`src/rtl/popcount_pkg.sv`:
```
// popcount_pkg
//   Shared definitions for the popcount scheduler: FSM state encoding,
//   default sizing constants and the result-width helper.
package popcount_pkg;

  localparam int DEF_N_REQ  = 4;
  localparam int DEF_DATA_W = 8;

  typedef enum logic [1:0] {
    IDLE  = 2'd0,
    COUNT = 2'd1,
    DONE  = 2'd2
  } state_t;

  // Bits needed to hold a count of 0..data_w inclusive.
  function automatic int cnt_width(input int data_w);
    return $clog2(data_w + 1);
  endfunction

endpackage

```
`src/rtl/popcount_shifter.sv`:
```
// popcount_shifter
//   Shift-based bit counter. A word is loaded into shift register A and the
//   count is cleared; each enabled cycle adds A[0] to the count and shifts A
//   right by one. Once A is empty no further work is done, which gives the
//   early termination on the highest set bit.
//
// Ports
//   clk    in   clock
//   reset  in   synchronous, active-high reset
//   load   in   load din into A and clear count (wins over en)
//   din    in   DATA_W word to count
//   en     in   advance one bit
//   count  out  running number of set bits seen
//   zero   out  A holds no set bits
module popcount_shifter
  import popcount_pkg::*;
#(
  parameter int DATA_W = DEF_DATA_W,
  parameter int CNT_W  = cnt_width(DATA_W)
) (
  input  logic              clk,
  input  logic              reset,
  input  logic              load,
  input  logic [DATA_W-1:0] din,
  input  logic              en,
  output logic [CNT_W-1:0]  count,
  output logic              zero
);

  logic [DATA_W-1:0] a_q;

  always_ff @(posedge clk) begin
    if (reset) begin
      a_q   <= '0;
      count <= '0;
    end else if (load) begin
      a_q   <= din;
      count <= '0;
    end else if (en && (a_q != '0)) begin
      count <= count + CNT_W'(a_q[0]);
      a_q   <= a_q >> 1;
    end
  end

  assign zero = (a_q == '0);

endmodule

```
`src/rtl/popcount_scheduler.sv`:
```
// popcount_scheduler
//   Shares one popcount_shifter between N_REQ requesters. A round-robin
//   arbiter picks a pending requester in IDLE, the word is counted in COUNT,
//   and DONE pulses a one-hot ack together with the registered result.
//
// Ports
//   clk        in   clock
//   reset      in   synchronous, active-high reset
//   req        in   N_REQ request levels, held with data until ack
//   data       in   N_REQ*DATA_W flattened words, requester i at [i*DATA_W +: DATA_W]
//   ack        out  one-hot, one-cycle pulse to the served requester
//   result     out  popcount of the last served word, held until next DONE
//   result_id  out  index of the last served requester, held with result
//   busy       out  high in COUNT and DONE
//
// state | meaning
// IDLE  | waiting for any req; arbitrate and load the winner's word
// COUNT | shifting the word, one bit per cycle until it is empty
// DONE  | single cycle: ack, result and result_id are presented
module popcount_scheduler
  import popcount_pkg::*;
#(
  parameter int N_REQ  = DEF_N_REQ,
  parameter int DATA_W = DEF_DATA_W,
  parameter int CNT_W  = cnt_width(DATA_W),
  parameter int IDX_W  = $clog2(N_REQ)
) (
  input  logic                    clk,
  input  logic                    reset,
  input  logic [N_REQ-1:0]        req,
  input  logic [N_REQ*DATA_W-1:0] data,
  output logic [N_REQ-1:0]        ack,
  output logic [CNT_W-1:0]        result,
  output logic [IDX_W-1:0]        result_id,
  output logic                    busy
);

  state_t state, next_state;

  logic [IDX_W-1:0]  rr_ptr;
  logic [IDX_W-1:0]  cur_id;
  logic [IDX_W-1:0]  grant_idx;
  logic              grant_found;
  logic [DATA_W-1:0] grant_word;

  logic              sh_load;
  logic              sh_en;
  logic [CNT_W-1:0]  sh_count;
  logic              sh_zero;

  logic [N_REQ-1:0]  ack_nxt;
  logic [CNT_W-1:0]  result_nxt;
  logic [IDX_W-1:0]  result_id_nxt;
  logic              busy_nxt;

  // (base + off) mod N_REQ for base, off < N_REQ. One conditional subtract
  // is enough and keeps non-power-of-two N_REQ wrapping correctly.
  function automatic logic [IDX_W-1:0] wrap_add(input logic [IDX_W-1:0] base,
                                                input int unsigned      off);
    logic [IDX_W:0] sum;
    sum = {1'b0, base} + (IDX_W+1)'(off);
    if (sum >= (IDX_W+1)'(N_REQ)) begin
      sum = sum - (IDX_W+1)'(N_REQ);
    end
    return sum[IDX_W-1:0];
  endfunction

  // Round-robin scan starting at rr_ptr; the first pending requester wins.
  always_comb begin
    grant_found = 1'b0;
    grant_idx   = '0;
    for (int i = 0; i < N_REQ; i++) begin
      if (!grant_found && req[wrap_add(rr_ptr, i)]) begin
        grant_found = 1'b1;
        grant_idx   = wrap_add(rr_ptr, i);
      end
    end
  end

  assign grant_word = data[int'(grant_idx)*DATA_W +: DATA_W];

  assign sh_load = (state == IDLE) && grant_found;
  assign sh_en   = (state == COUNT);

  popcount_shifter #(
    .DATA_W (DATA_W),
    .CNT_W  (CNT_W)
  ) u_shifter (
    .clk   (clk),
    .reset (reset),
    .load  (sh_load),
    .din   (grant_word),
    .en    (sh_en),
    .count (sh_count),
    .zero  (sh_zero)
  );

  // State register, plus the job bookkeeping that moves with it.
  always_ff @(posedge clk) begin
    if (reset) begin
      state  <= IDLE;
      cur_id <= '0;
      rr_ptr <= '0;
    end else begin
      state <= next_state;
      if (sh_load) begin
        cur_id <= grant_idx;
      end
      if (state == DONE) begin
        rr_ptr <= wrap_add(cur_id, 1);
      end
    end
  end

  // Next-state logic.
  always_comb begin
    next_state = state;
    case (state)
      IDLE:    if (grant_found) next_state = COUNT;
      COUNT:   if (sh_zero)     next_state = DONE;
      DONE:    next_state = IDLE;
      default: next_state = IDLE;
    endcase
  end

  // Output decode. Outputs are computed from next_state so that the
  // registered versions line up with the state they belong to; result is
  // captured on the COUNT->DONE edge, when the count is final.
  always_comb begin
    ack_nxt       = '0;
    result_nxt    = result;
    result_id_nxt = result_id;
    busy_nxt      = (next_state != IDLE);
    if (next_state == DONE) begin
      ack_nxt       = N_REQ'(1) << cur_id;
      result_nxt    = sh_count;
      result_id_nxt = cur_id;
    end
  end

  always_ff @(posedge clk) begin
    if (reset) begin
      ack       <= '0;
      result    <= '0;
      result_id <= '0;
      busy      <= 1'b0;
    end else begin
      ack       <= ack_nxt;
      result    <= result_nxt;
      result_id <= result_id_nxt;
      busy      <= busy_nxt;
    end
  end

endmodule

```
`config.mk`:
```
export PLATFORM = sky130hd
export DESIGN_NAME = popcount_scheduler
export DESIGN_NICKNAME = d
export VERILOG_FILES = /design/src/rtl/popcount_pkg.sv /design/src/rtl/popcount_shifter.sv /design/src/rtl/popcount_scheduler.sv
export SDC_FILE = /design/constraint.sdc
export NUM_CORES = 1
export LEC_CHECK = 0
export CORE_MARGIN = 10
export CORE_UTILIZATION = 30
export CTS_CLUSTER_DIAMETER = 200
export DETAILED_ROUTE_END_ITERATION = 16
export SKIP_LAST_GASP = 1
export SYNTH_ARGS = -nofsm -noshare
export SYNTH_HDL_FRONTEND = slang
export SYNTH_SLANG_ARGS = --single-unit
```
`constraint.sdc`:
```
create_clock -name clk -period 4.55 [get_ports clk]
set_clock_uncertainty 0.15 [all_clocks]
set_input_delay 1.1375 -clock clk [delete_from_list [all_inputs] [get_ports clk]]
set_output_delay 1.1375 -clock clk [all_outputs]
set_load 0.01 [all_outputs]
```
# Yosys cells after proc, flatten, opt, wreduce, memory -nomap -nowiden
# Cells that the tools add are included.
[word_totals]
regBits = 29
out_inout_bits = 11
wordCells = 75
in_bits = 38
[op_classes]
muxes = 26
shifts = 2
order_cmp = 9
addsub = 10
eq_ne = 3
n_reduce_logical = 15
bitwise_logic = 1
[ops]
columns = ["operator", "count"]
rows = [
  ["32-bit by 6-bit indexed part select with 8-bit output", 1],
  ["2-bit two-way mux", 11],
  ["8-bit two-way mux", 2],
  ["3-bit >= comparator (second input constant)", 4],
  ["2-bit by 3-bit less-than comparator with 1-bit output (second input constant)", 4],
  ["2-bit by 1-bit subtractor with 2-bit output (second input constant)", 5],
  ["1-bit binary-select mux with 2-bit select", 4],
  ["8-bit logical NOT", 1],
  ["1-bit two-way mux", 8],
  ["8-bit nonzero test", 1],
  ["2-bit by 1-bit adder with 3-bit output (second input constant)", 2],
  ["2-bit by 2-bit adder with 3-bit output (second input constant)", 2],
  ["1-bit logical AND", 5],
  ["4-bit by 1-bit adder with 4-bit output", 1],
  ["2-bit == test (second input constant)", 2],
  ["2-bit one-hot mux with 2 select lines", 1],
  ["2-bit nonzero test", 2],
  ["2-bit OR reduction", 2],
  ["1-bit by 2-bit left shift with 4-bit output (first input constant)", 1],
  ["2-bit by 3-bit >= comparator with 1-bit output (second input constant)", 1],
  ["1-bit logical NOT", 3],
  ["2-bit by 1-bit == test with 1-bit output (second input constant)", 1],
  ["2-bit logical NOT", 1],
  ["1-bit inverter", 1],
]

# Depth between registers and ports, before layout
[logic_depth]
word_depth = 19
mapped_depth = 7
mapped_depth_nobuf = 6

# Modules after synthesis
# A second synthesis with hierarchy kept.
[hier_totals]
hier_cells = 162
area_unflattened_um2 = 1575.3
[by_module_without_submodules]
columns = ["mod", "area_per_inst_um2", "n_inst", "cells_each", "seq_area_each_um2"]
rows = [
  ["popcount_scheduler", 937.1, 1, 100, 340.3],
  ["popcount_shifter", 638.1, 1, 62, 240.2],
]

# Worst setup path before layout
# No wires, ideal clock.
[synth_path]
path_kind = "input to register"
start = "in req[2]"
end = "reg u_shifter.a_q[6]"
t_required_ps = 4263
slack_ps = 1706
stages = 6
path_buffers = 0
t_arrival_ps = 2557
setup_time_ps = 137
cell_sequence = "mux2i_1 > nor2_1 > a311oi_4 > mux2_2 > a211oi_1 > a221oi_2"
[synth_between]
elab_chain_len = 14
word_cells_on_any_way = 26
cone_classes = "shift: 1; mux: 17; reduce/logical: 8"
[synth_lines]
columns = ["element", "line", "text"]
rows = [
  ["start: declaration", "popcount_scheduler.sv:30", "input logic [N_REQ-1:0] req,"],
  ["1-bit binary-select mux with 2-bit select", "popcount_scheduler.sv:73", "if (!grant_found && req[wrap_add(rr_ptr, i)]) begin"],
  ["1-bit two-way mux (not written as such)", "popcount_scheduler.sv:73", ""],
  ["1-bit two-way mux", "popcount_scheduler.sv:73", ""],
  ["1-bit logical NOT", "popcount_scheduler.sv:73", ""],
  ["1-bit logical AND", "popcount_scheduler.sv:73", ""],
  ["1-bit two-way mux", "popcount_scheduler.sv:73", ""],
  ["1-bit logical NOT", "popcount_scheduler.sv:73", ""],
  ["1-bit logical AND", "popcount_scheduler.sv:73", ""],
  ["1-bit two-way mux", "popcount_scheduler.sv:73", ""],
  ["1-bit logical NOT", "popcount_scheduler.sv:73", ""],
  ["1-bit logical AND", "popcount_scheduler.sv:73", ""],
  ["2-bit two-way mux or 1-bit two-way mux (tied branches)", "popcount_scheduler.sv:73", ""],
  ["32-bit by 6-bit indexed part select with 8-bit output or 1-bit logical AND (tied branches)", "popcount_scheduler.sv:80, popcount_scheduler.sv:82", ""],
  ["8-bit two-way mux or 2-bit nonzero test (tied branches)", "n/a", ""],
  ["end signal: assignment", "popcount_shifter.sv:37", "a_q <= din;"],
  ["end signal: assignment", "popcount_shifter.sv:41", "a_q <= a_q >> 1;"],
  ["end: declaration", "popcount_shifter.sv:30", "logic [DATA_W-1:0] a_q;"],
]
# Several ways; a longest one is shown, not always the timed one. The select of a mux whose other input is x is not followed.
# A chain may end at the register's enable or synchronous reset.

# Worst setup path in the final report
[layout_path]
start = "in req[0]"
end = "reg u_shifter.a_q[6]"
# Same word-level chain as after synthesis.

==> impl_table.tex <==
\begin{tabular}{lr}
\hline
Metric & Value \\
\hline
\multicolumn{2}{l}{\textbf{Run status}} \\
Run status & completed \\
\multicolumn{2}{l}{\textbf{Detailed routing}} \\
Metal2 WL & 1.716 mm \\
First-pass iteration count of the detailed router & 3 \\
Number of nets with antenna violations after routing & 0 \\
Drt first-iter violations & 54 \\
Detailed-routed wire length on met3 & 210 um \\
Post-detailed-route via-to-cell ratio & 4.637 \\
Wire length per cell after detailed routing & 12.70 um \\
Number of remaining DRC errors & 0 \\
Wire length reported by the detailed router & 3.570 mm \\
Total via count in the routed design & 1303 \\
Topmost layer with routed signal wires & met4 \\
Met1 wire length & 1.589 mm \\
\multicolumn{2}{l}{\textbf{Placement}} \\
Number of buffers inserted by port buffering & 48 \\
Final Wtd Congestion & 0.7596 \\
Half-perimeter wire length after detailed placement & 2.833 mm \\
\multicolumn{2}{l}{\textbf{Timing}} \\
Shortest period the worst path allows & 3.358 ns \\
Transition at the pin with the smallest max-transition slack & 0.9973 ns \\
Top achievable clock speed & 0.2978 GHz \\
Setup TNS & 0 ns \\
Final Max Slew Viols & 0 \\
Worst slew margin relative to its limit & 33.31\% \\
Total count of hold-check failures in the final report & 0 \\
Number of failing setup endpoints in the final timing report & 0 \\
RSZ-0062 raised after global routing & no \\
Post-route worst hold slack & 0.3062 ns \\
Final period util & 73.80\% \\
\multicolumn{2}{l}{\textbf{Power and ir drop}} \\
Worst VDD drop & 168.8 uV \\
Total leakage power & 0.7851 nW \\
Power Dens Cells & 363.4 mW/mm\^{}2 \\
\multicolumn{2}{l}{\textbf{Synthesis}} \\
Cell variety after synth & 37 \\
Count of warnings emitted by yosys & 0 \\
Mapped cell area & 0.001489 mm\^{}2 \\
Gate Count Post-Synth & 166 \\
Number of nets in the synthesized netlist & 206 \\
Proportion of netlist area held by the largest area contributor & 38.99\% \\
Post-synthesis register bit count & 29 \\
Synth Area per Inst & 8.969 um\^{}2 \\
Portion of the post-synthesis area used by sequential elements & 38.99\% \\
Top cell type by total area after synthesis & sky130\_fd\_sc\_hd\_\_dfxtp\_1 \\
Biggest area contributors in the synthesized netlist & sky130\_fd\_sc\_hd\_\_dfxtp\_1 39\%, sky130\_fd\_sc\_hd\_\_mux2i\_1 8.7\%, sky130\_fd\_sc\_hd\_\_mux2\_2 7.6\% \\
\multicolumn{2}{l}{\textbf{Floorplan}} \\
Width of the chip & 90.45 um \\
Standard cell core area & 0.004755 mm\^{}2 \\
DIE AREA & 0.008181 mm\^{}2 \\
Standard-cell row count & 25 \\
Effective utilization at floorplan & 31.32\% \\
Io pins & 49 \\
Die Height & 90.45 um \\
\multicolumn{2}{l}{\textbf{Critical path}} \\
Slowest cell on crit path & sky130\_fd\_sc\_hd\_\_clkdlybuf4s50\_1 \\
Setup crit end kind & register \\
Startpoint of the most critical register-to-register path & rr\_ptr[1]\$\_SDFFE\_PP0N\_ \\
Endpoint of the lowest-slack register-to-register path & u\_shifter.a\_q[6]\$\_SDFFE\_PP0P\_ \\
CP Capture Point & u\_shifter.a\_q[6]\$\_SDFFE\_PP0P\_ \\
Required time reported for the critical path endpoint & 4.51 ns \\
Top fanout value on the critical path & 14 \\
Critical Path Start Type & primary input \\
Worst path max stage delay & 0.51 ns \\
Crit-path cells & clkdlybuf4s50\_1, mux2i\_1, nor2\_1, a311oi\_4, buf\_4, mux2\_2, a211oi\_1, a221oi\_2 \\
Crit path kind & primary input to register \\
Worst Reg2Reg Path Length in Cells & 7 \\
Reg2Reg Setup Slack & 2.05 ns \\
Beginning of the critical path & req[0] \\
Crit path DAT & 3.32 ns \\
\multicolumn{2}{l}{\textbf{Job}} \\
Max cap viols & 0 \\
\multicolumn{2}{l}{\textbf{Worst hold path}} \\
Worst min-delay path category & register to register \\
\multicolumn{2}{l}{\textbf{CTS}} \\
CTS H-tree depth & 2 \\
Setup Fix Bufs, Post-CTS & 0 \\
Clock latency of the later-clocked register in the worst-skew pair & 0.28 ns \\
Number of sinks handled by clock tree synthesis & 29 \\
Master cell of the clock root buffer & sky130\_fd\_sc\_hd\_\_clkbuf\_8 \\
CTS Hold Buffers Added & 0 \\
Buffers from clock root to sink, at most & 2 \\
Clock transition at the registers of the reported paths & 0.06 ns \\
Clock tree from TritonCTS & built \\
Count of cells resized by post-cts repair & 0 \\
Number of CTS-inserted buffers & 5 \\
\multicolumn{2}{l}{\textbf{Global routing}} \\
Vias in the first global route & 1381 \\
Overflow after GRT & 0 \\
Initial antenna violation count & 0 \\
Global-route wire length before repair & 6.106 mm \\
Total global routing track utilization & 8.821\% \\
Largest net degree at the start of global routing & 28 \\
\multicolumn{2}{l}{\textbf{Finish}} \\
Antenna fix cells & 0 \\
P\&R area growth vs syn & 42.77\% \\
Number of nets at the end of the flow & 253 \\
Number of fill cells & 493 \\
Share of cells above drive strength 1 & 9.813\% \\
\hline
\end{tabular}
-- per-stage QoR --
step	area, um^2	total power [mW]	instances	utilization [%]	setup slack (ns)
after global routing	2126	0.8186	281	44.71	1.044
after floorplan	1489	0.4443	166	-	1.706
after global placement	2009	0.5084	273	42.26	0.9310
final	2126	0.7726	281	44.71	1.192
after detailed placement	2009	0.5097	273	42.26	0.8875
after CTS	2126	0.7803	281	44.71	1.168
-- Yosys cell counts --
| master | number |
|---|---|
| sky130_fd_sc_hd__nor4b_1 | 1 |
| sky130_fd_sc_hd__nor2b_1 | 1 |
| sky130_fd_sc_hd__a311oi_4 | 1 |
| sky130_fd_sc_hd__nand2b_1 | 2 |
| sky130_fd_sc_hd__buf_6 | 2 |
| sky130_fd_sc_hd__o21ai_2 | 1 |
| sky130_fd_sc_hd__mux2_2 | 10 |
| sky130_fd_sc_hd__buf_1 | 1 |
| sky130_fd_sc_hd__and3_1 | 1 |
| sky130_fd_sc_hd__dfxtp_1 | 29 |
| sky130_fd_sc_hd__o21ai_0 | 3 |
| sky130_fd_sc_hd__mux2i_1 | 13 |
| sky130_fd_sc_hd__a21o_1 | 2 |
| sky130_fd_sc_hd__nand3_1 | 8 |
| sky130_fd_sc_hd__nor3_1 | 6 |
| sky130_fd_sc_hd__a22oi_1 | 3 |
| sky130_fd_sc_hd__nor2_1 | 15 |
| sky130_fd_sc_hd__a221oi_2 | 1 |
| sky130_fd_sc_hd__or3_1 | 2 |
| sky130_fd_sc_hd__xnor2_1 | 1 |
| sky130_fd_sc_hd__o22ai_1 | 2 |
| sky130_fd_sc_hd__a221oi_1 | 4 |
| sky130_fd_sc_hd__nand4_1 | 1 |
| sky130_fd_sc_hd__nand2_1 | 14 |
| sky130_fd_sc_hd__and2_1 | 1 |
| sky130_fd_sc_hd__nor4_1 | 3 |
| sky130_fd_sc_hd__a31oi_1 | 1 |
| sky130_fd_sc_hd__or4_1 | 2 |
| sky130_fd_sc_hd__a211oi_1 | 3 |
| sky130_fd_sc_hd__o31a_1 | 2 |
| sky130_fd_sc_hd__o2bb2a_1 | 1 |
| sky130_fd_sc_hd__clkbuf_1 | 4 |
| sky130_fd_sc_hd__inv_1 | 8 |
| sky130_fd_sc_hd__a21oi_1 | 11 |
| sky130_fd_sc_hd__ha_1 | 2 |
| sky130_fd_sc_hd__buf_2 | 2 |
| sky130_fd_sc_hd__xor2_1 | 2 |
-- layout by cell type, fill, tap and decap left out, types with 2 or more instances in the layout --
master / netlist / layout
sky130_fd_sc_hd__clkdlybuf4s50_1: 0 / 48
sky130_fd_sc_hd__dfxtp_1: 29 / 29
sky130_fd_sc_hd__nor2_1: 15 / 15
sky130_fd_sc_hd__nand2_1: 14 / 14
sky130_fd_sc_hd__mux2i_1: 13 / 13
sky130_fd_sc_hd__a21oi_1: 11 / 11
sky130_fd_sc_hd__mux2_2: 10 / 10
sky130_fd_sc_hd__inv_1: 8 / 8
sky130_fd_sc_hd__nand3_1: 8 / 8
sky130_fd_sc_hd__nor3_1: 6 / 6
sky130_fd_sc_hd__clkbuf_8: 0 / 6
sky130_fd_sc_hd__a221oi_1: 4 / 4
sky130_fd_sc_hd__a211oi_1: 3 / 3
sky130_fd_sc_hd__nor4_1: 3 / 3
sky130_fd_sc_hd__o21ai_0: 3 / 3
sky130_fd_sc_hd__a22oi_1: 3 / 3
sky130_fd_sc_hd__nand2b_1: 2 / 2
sky130_fd_sc_hd__or4_1: 2 / 2
sky130_fd_sc_hd__a21o_1: 2 / 2
sky130_fd_sc_hd__xor2_1: 2 / 2
sky130_fd_sc_hd__o31a_1: 2 / 2
sky130_fd_sc_hd__or3_1: 2 / 2
sky130_fd_sc_hd__o22ai_1: 2 / 2
sky130_fd_sc_hd__ha_1: 2 / 2
-- sequential cells by signal, summed over array words and instances (netlist names) --
name,count
busy,1
state,2
u_shifter.count,4
result,4
ack,4
rr_ptr,2
cur_id,2
u_shifter.a_q,8
result_id,2
-- report_power, final --
group | switching, mW | total (mW) | internal [mW]
clock network | 0.0925 | 0.271 | 0.178
registers | 0.0219 | 0.301 | 0.279
logic | 0.101 | 0.201 | 0.100
-- worst min path at each step --
stage | startpoint | to | slack [ns] | cells past startpoint
2_1_floorplan | u_shifter.a_q[3]$_SDFFE_PP0P_ | u_shifter.a_q[3]$_SDFFE_PP0P_ | 0.30 | 2
3_3_place_gp | result[3]$_SDFFE_PP0N_ | result[3]$_SDFFE_PP0N_ | 0.30 | 2
3_5_place_dp | result_id[1]$_SDFFE_PP0N_ | result_id[1]$_SDFFE_PP0N_ | 0.30 | 2
4_1_cts | result_id[1]$_SDFFE_PP0N_ | result_id[1]$_SDFFE_PP0N_ | 0.31 | 2
5_1_grt | result[0]$_SDFFE_PP0N_ | result[0]$_SDFFE_PP0N_ | 0.34 | 2
6_report | result_id[1]$_SDFFE_PP0N_ | result_id[1]$_SDFFE_PP0N_ | 0.31 | 2
-- cell families (layout without fill, tap and decap cells) --
| logic type | count (synthesis) | count (layout) | share of synthesized area (%) |
|---|---|---|---|
| AOI/OAI and AO/OA | 35 | 35 | 17.56 |
| DFF | 29 | 29 | 38.99 |
| muxes | 23 | 23 | 16.30 |
| buffers and inverters | 17 | 65 | 5.462 |
| xor gates and xnor gates | 3 | 3 | 1.765 |
| adders and majority gates | 2 | 2 | 1.680 |
| and+or+nand+nor | 57 | 57 | 18.24 |
-- layout make-up --
class / count / area [um^2] / area share [%]
clock buffer: 7 / 86.33 / 4.061
clock inverter: 1 / 30.03 / 1.413
inverter: 8 / 30.03 / 1.413
multi-input combinational: 120 / 827.0 / 38.91
sequential: 29 / 580.6 / 27.31
tap: 67 / 83.83 / 3.943
timing repair buffer: 49 / 488.0 / 22.95
-- worst max-delay path: cells and delay by family --
kind | cells | cell delay (ns)
mux | 2 | 0.53
compound gates | 3 | 0.76
simple gates | 1 | 0.08
buf+inv | 2 | 0.81
-- routing by layer --
metal,GRT usage [%],up-vias
met5,0,-
met3,3.907,6
li1,-,696
met2,15.44,30
met1,9.113,571
met4,3.183,0
Power figures use the tool's default switching activity.
==> RTL edit 1, RTL diff (same flow settings) <==
The package constant `DEF_N_REQ` goes from 4 to 2.
--- a/src/rtl/popcount_pkg.sv
+++ b/src/rtl/popcount_pkg.sv
@@ -5,3 +5,3 @@
 
-  localparam int DEF_N_REQ  = 4;
+  localparam int DEF_N_REQ  = 2;
   localparam int DEF_DATA_W = 8;
Ports: changed (resized ack, data, req and result_id); port bits go from 49 to 28. No check against the original RTL was run, so the function may have changed too.
==> RTL edit 1 against the original RTL <==
Register-to-register slack better by 0.43 ns; count of clock-buffer cells in the layout is 4 lower; utilization is 1.9 points lower; clock power is 32% lower; fmax is 15% higher; design area is 31% lower; wire length is 23% lower; die area is 21% lower; sequential cell count is 5 lower; area after synthesis is 26% lower; worst setup slack better by 0.43 ns; largest power group unchanged; first-iteration DRC count is 33% lower; sequential share of layout area is 5.3 points higher; power is 6.4% lower.
==> RTL edit 1: results (changes against the original RTL) <==
| Metric | Value |
|---|---|
| Clk buf depth | `2 (unchanged)` |
| Final #Nets | `165 (-35%)` |
| N_diodes | `0 (unchanged)` |
| Share of layout cells above drive strength 1 | `7.746% (-2.1 points)` |
| Post-synth cell types | `31 (-16%)` |
| Reg2Reg Depth | `5 (-2)` |
| Ys Warns | `0 (unchanged)` |
| Vias in the first global route | `937 (-32%)` |
| First-pass GRT wire length | `4457 µm (-27%)` |
| Reg2reg end | `u_shifter.a_q[1]` |
| Crit-path max FO | `11 (-3)` |
| Drt first pass iters | `4 (+1)` |
| Sequential fraction of the synthesis area | `43.79% (+4.8 points)` |
| Clock root buffer | `clkbuf_8` |
| Die width | `80.48 µm (-11%)` |
| Commonest cells in the netlist | `24 x dfxtp_1, 16 x nor2_1, 9 x a211oi_1` |
| Worst r2r src | `u_shifter.a_q[7]` |
| Initial antenna violation count | `0 (unchanged)` |
| Worst Hold Depth | `2 (unchanged)` |
| Hold_sp | `u_shifter.a_q[2]` |
| Routed vias | `980 (-25%)` |
| Total CTS buffers | `3 (-2)` |
| Dominant cells by area after synthesis | `dfxtp_1 44%, mux2i_1 6.4%, a211oi_1 6.2%` |
| Least-Margin Pin Slew | `0.7161 ns (-0.2812 ns)` |
| Setup bufs post-CTS | `0 (unchanged)` |
| Hold_ws | `0.3430 ns (+0.03681 ns)` |
| Outcome | `finished clean` |
| Top flop regs | `u_shifter.a_q x8, result x4, u_shifter.count x4` |
| Clk slew on worst S/H paths | `0.08 ns (+0.02 ns)` |
| DPL Wire Length | `2116 µm (-25%)` |
| Cts repair resizes | `0 (unchanged)` |
| Hold EP | `u_shifter.a_q[2]` |
| Gr usage total | `8.367% (-0.45 points)` |
| Async SR Flop Fraction | `0% (unchanged)` |
| DR iter-0 viols | `36 (-33%)` |
| Pin count of the biggest net entering global routing | `24 (-14%)` |
| R2r setup slk | `2.48 ns (+0.43 ns)` |
| Clock latency on the worst-skew pair | `0.26 ns (-0.02 ns)` |
| Htree depth | `1 (-1)` |
| Routability congestion estimate | `0.7489 (-1.4%)` |
| Drt wl/cell | `14.57 µm (+15%)` |
| Worst Hold Class | `reg -> reg` |
| Syn Nets | `139 (-33%)` |
| Leak | `0.0006058 µW (-23%)` |
| Final Non-Filler Cells | `188 (-33%)` |
| Placed insts | `184 (-33%)` |
| Mean post-synth cell area | `9.379 µm² (+4.6%)` |
| Port Buffers | `27 (-44%)` |
| VDD IR max | `0.0002440 V (+45%)` |
RTL edit 1: cell count changes after synthesis, moves of 7 or more:
cell     unedited run  this run
nand3_1             8         1
nand2_1            14         1
o41ai_1             0         7
mux2_2             10         1
a21oi_1            11         0
inv_1               8         1
RTL edit 1: cell type report:
type,count,area [µm²]
Sequential cell,24,480.5
Clock inverter,1,30.03
Multi-Input combinational cell,82,564.3
Tap cell,46,57.56
Inverter,2,7.507
Clock buffer,3,41.29
Timing Repair Buffer,30,292.8
Fill cell,331,1968
RTL edit 1: metal layers:
layer / part of all wire [%] / vias to the layer above / wire length (µm) / global-route usage [%]
li1: - / 492 / - / -
met1: 44 / 460 / 1213 / 9.557
met2: 50 / 26 / 1357 / 14.73
met3: 5.8 / 2 / 159 / 2.784
met4: 0.33 / 0 / 9 / 1.585
met5: 0 / - / 0 / 0
RTL edit 1: worst max-delay path by stage:
stage | end | startpoint | cells past startpoint | slack [ns]
2_1_floorplan | u_shifter.a_q[7] | req[0] | 5 | 2.24
3_3_place_gp | u_shifter.a_q[7] | req[1] | 4 | 1.46
3_5_place_dp | u_shifter.a_q[7] | req[1] | 4 | 1.42
4_1_cts | u_shifter.a_q[1] | req[1] | 4 | 1.68
5_1_grt | u_shifter.a_q[1] | req[1] | 4 | 1.51
6_report | u_shifter.a_q[1] | req[1] | 4 | 1.63
RTL edit 1: worst max-delay path, stage by stage:
cell and delay, ns:
clkdlybuf4s50_1 0.56, o21ai_1 0.64, and2_1 0.43, o41ai_1 0.15
RTL edit 1: logic make-up (layout without fill, tap and decap cells):
logic type,after synthesis,after routing,synth area share (%)
mux,8,8,7.412
fa+ha+maj,2,2,2.280
simple gates,47,47,23.60
compound gates,24,24,17.33
flops,24,24,43.79
xor+xnor,1,1,0.7983
buf+inv,11,36,4.788
RTL edit 1: through the flow:
stage | instance area (µm²) | setup slack (ns) | total power (µW)
after floorplan | 1097 | 2.242 | 470.4
after global placement | 1403 | 1.464 | 530.9
after detailed placement | 1403 | 1.415 | 543.2
after CTS | 1474 | 1.678 | 729.9
after global routing | 1474 | 1.511 | 766.4
final | 1474 | 1.625 | 723.0
RTL edit 1: power by group:
part | internal, µW | leakage [µW] | switching [µW]
Combinational | 112 | 0.000374 | 144
Sequential | 252 | 0.000196 | 31.4
Clock | 118 | 0.0000357 | 66.0
Total | 481 | 0.000606 | 242
==> RTL edit 2, RTL diff (same settings) <==
Made on the original files. Take the reset off `result` and load it in a clocked block of its own.
--- a/src/rtl/popcount_scheduler.sv
+++ b/src/rtl/popcount_scheduler.sv
@@ -143,3 +143,2 @@
       ack       <= '0;
-      result    <= '0;
       result_id <= '0;
@@ -148,3 +147,2 @@
       ack       <= ack_nxt;
-      result    <= result_nxt;
       result_id <= result_id_nxt;
@@ -154,2 +152,6 @@
 
+  always_ff @(posedge clk) begin
+    result <= result_nxt;
+  end
+
 endmodule
Formal check against the unedited RTL: differs if reset is asserted again (counterexample within 4 cycles, from zero or initial values and one cycle with reset high); with reset held inactive, the same outputs for 10 cycles.
==> RTL edit 2 against the original RTL <==
Area after synthesis down 0.76%; design area down 0.77%; wire length is essentially flat; worst setup slack gained 0.18 ns; power down 6.3%; sequential cell count stayed put; sequential share of layout area is 2.1 points higher; hold slack lost 0.0016 ns; critical path depth down 1.
==> RTL edit 2: results (changes against the original RTL) <==
| Metric | Value |
|---|---|
| Least-Margin Pin Slew | `0.6517 ns (-0.3456 ns)` |
| VDD IR max | `0.0001035 V (-39%)` |
| Hold EP | `result_id[0]` |
| Share of layout cells above drive strength 1 | `13.59% (+3.8 points)` |
| Sequential fraction of the synthesis area | `42.00% (+3.0 points)` |
| Htree depth | `2 (unchanged)` |
| Cell Pwr Density | `343.3 nW/µm² (-5.5%)` |
| Arrival @ worst endpoint | `3.20 ns (-0.12 ns)` |
| Met2 WL | `1531 µm (-11%)` |
| Vias per inst | `4.659 (+0.48%)` |
| Crit-path max FO | `10 (-4)` |
| Post-synth EDFFs | `4 (+4)` |
| Placed insts | `265 (-2.9%)` |
| Pre-CTS WS | `1.043 ns (+0.1552 ns)` |
| Hold_sp | `result_id[0]` |
| Dominant cells by area after synthesis | `dfxtp_1 34%, edfxtp_1 8.1%, mux2_2 7.6%` |
| Fin crit period | `3.179 ns (-0.1792 ns)` |
| Largest Register | `u_shifter.a_q` |
| Mean post-synth cell area | `9.595 µm² (+7.0%)` |
| Cts repair resizes | `0 (unchanged)` |
| Post-synth cell types | `39 (+5.4%)` |
| Drt first pass iters | `4 (+1)` |
| Largest stage delay, worst path | `0.47 ns (-0.04 ns)` |
| R2r setup slk | `2.20 ns (+0.15 ns)` |
| Commonest cells in the netlist | `25 x dfxtp_1, 15 x nor2_1, 14 x nand2_1` |
| Final #Nets | `245 (-3.2%)` |
| Fill count | `497 (+0.81%)` |
| Met3 routed WL | `273 µm (+30%)` |
| Met1 Wirelength | `1718 µm (+8.1%)` |
| Vias in the first global route | `1264 (-8.5%)` |
| Drt wl/cell | `13.07 µm (+2.8%)` |
| Critical path's top delay family | `compound AO/OA/AOI/OAI gates` |
| Worst Hold Class | `reg -> reg` |
| Routability congestion estimate | `0.8113 (+6.8%)` |
| Reg2Reg Depth | `6 (-1)` |
| Clk slew on worst S/H paths | `0.06 ns (about the same)` |
| Pin count of the biggest net entering global routing | `22 (-21%)` |
| Hold_ws | `0.3045 ns (-0.001620 ns)` |
| Initial Util | `31.08% (-0.24 points)` |
| Gr usage total | `8.573% (-0.25 points)` |
| Total CTS buffers | `5 (unchanged)` |
| DPL Wire Length | `2792 µm (-1.5%)` |
| Placed cell areas | `2027 µm² (+0.87%)` |
| First-pass GRT wire length | `5961 µm (-2.4%)` |
| Syn Nets | `194 (-5.8%)` |
| DR iter-0 viols | `58 (+7.4%)` |
| Leak | `0.0007800 µW (-0.64%)` |
| Final Non-Filler Cells | `273 (-2.8%)` |
| Top routing layer used | `met4` |
| Outcome | `finished clean` |
==> RTL edit 2: report_power, final <==
group          total (µW)  internal (µW)  leakage, µW  switching, µW
Clock                 198            106    0.0000450           92.8
Sequential            313            289     0.000240           23.6
Combinational         213            112     0.000495            101
==> RTL edit 2: area by class of cell <==
cell class / instances / area share, %
clock buffers: 6 / 3.440
flip-flops and latches: 29 / 29.42
clock inverters: 2 / 0.4745
multi-input cells: 113 / 37.96
inverters: 5 / 0.8897
repair buffers: 51 / 23.84
well taps: 67 / 3.974
==> RTL edit 2: layer usage <==
metal	global-route usage (%)	vias to the layer above
li1	-	669
met1	10.34	560
met2	12.89	37
met3	3.325	6
met4	4.377	0
met5	0	-
==> RTL edit 2: cells by family after synthesis <==
logic type	synth area share (%)
and+or+nand+nor	18.12
DFF	42.00
adders and majority gates	1.693
muxes	16.09
AOI/OAI and AO/OA	16.51
xor gates and xnor gates	1.778
buffers and inverters	3.810
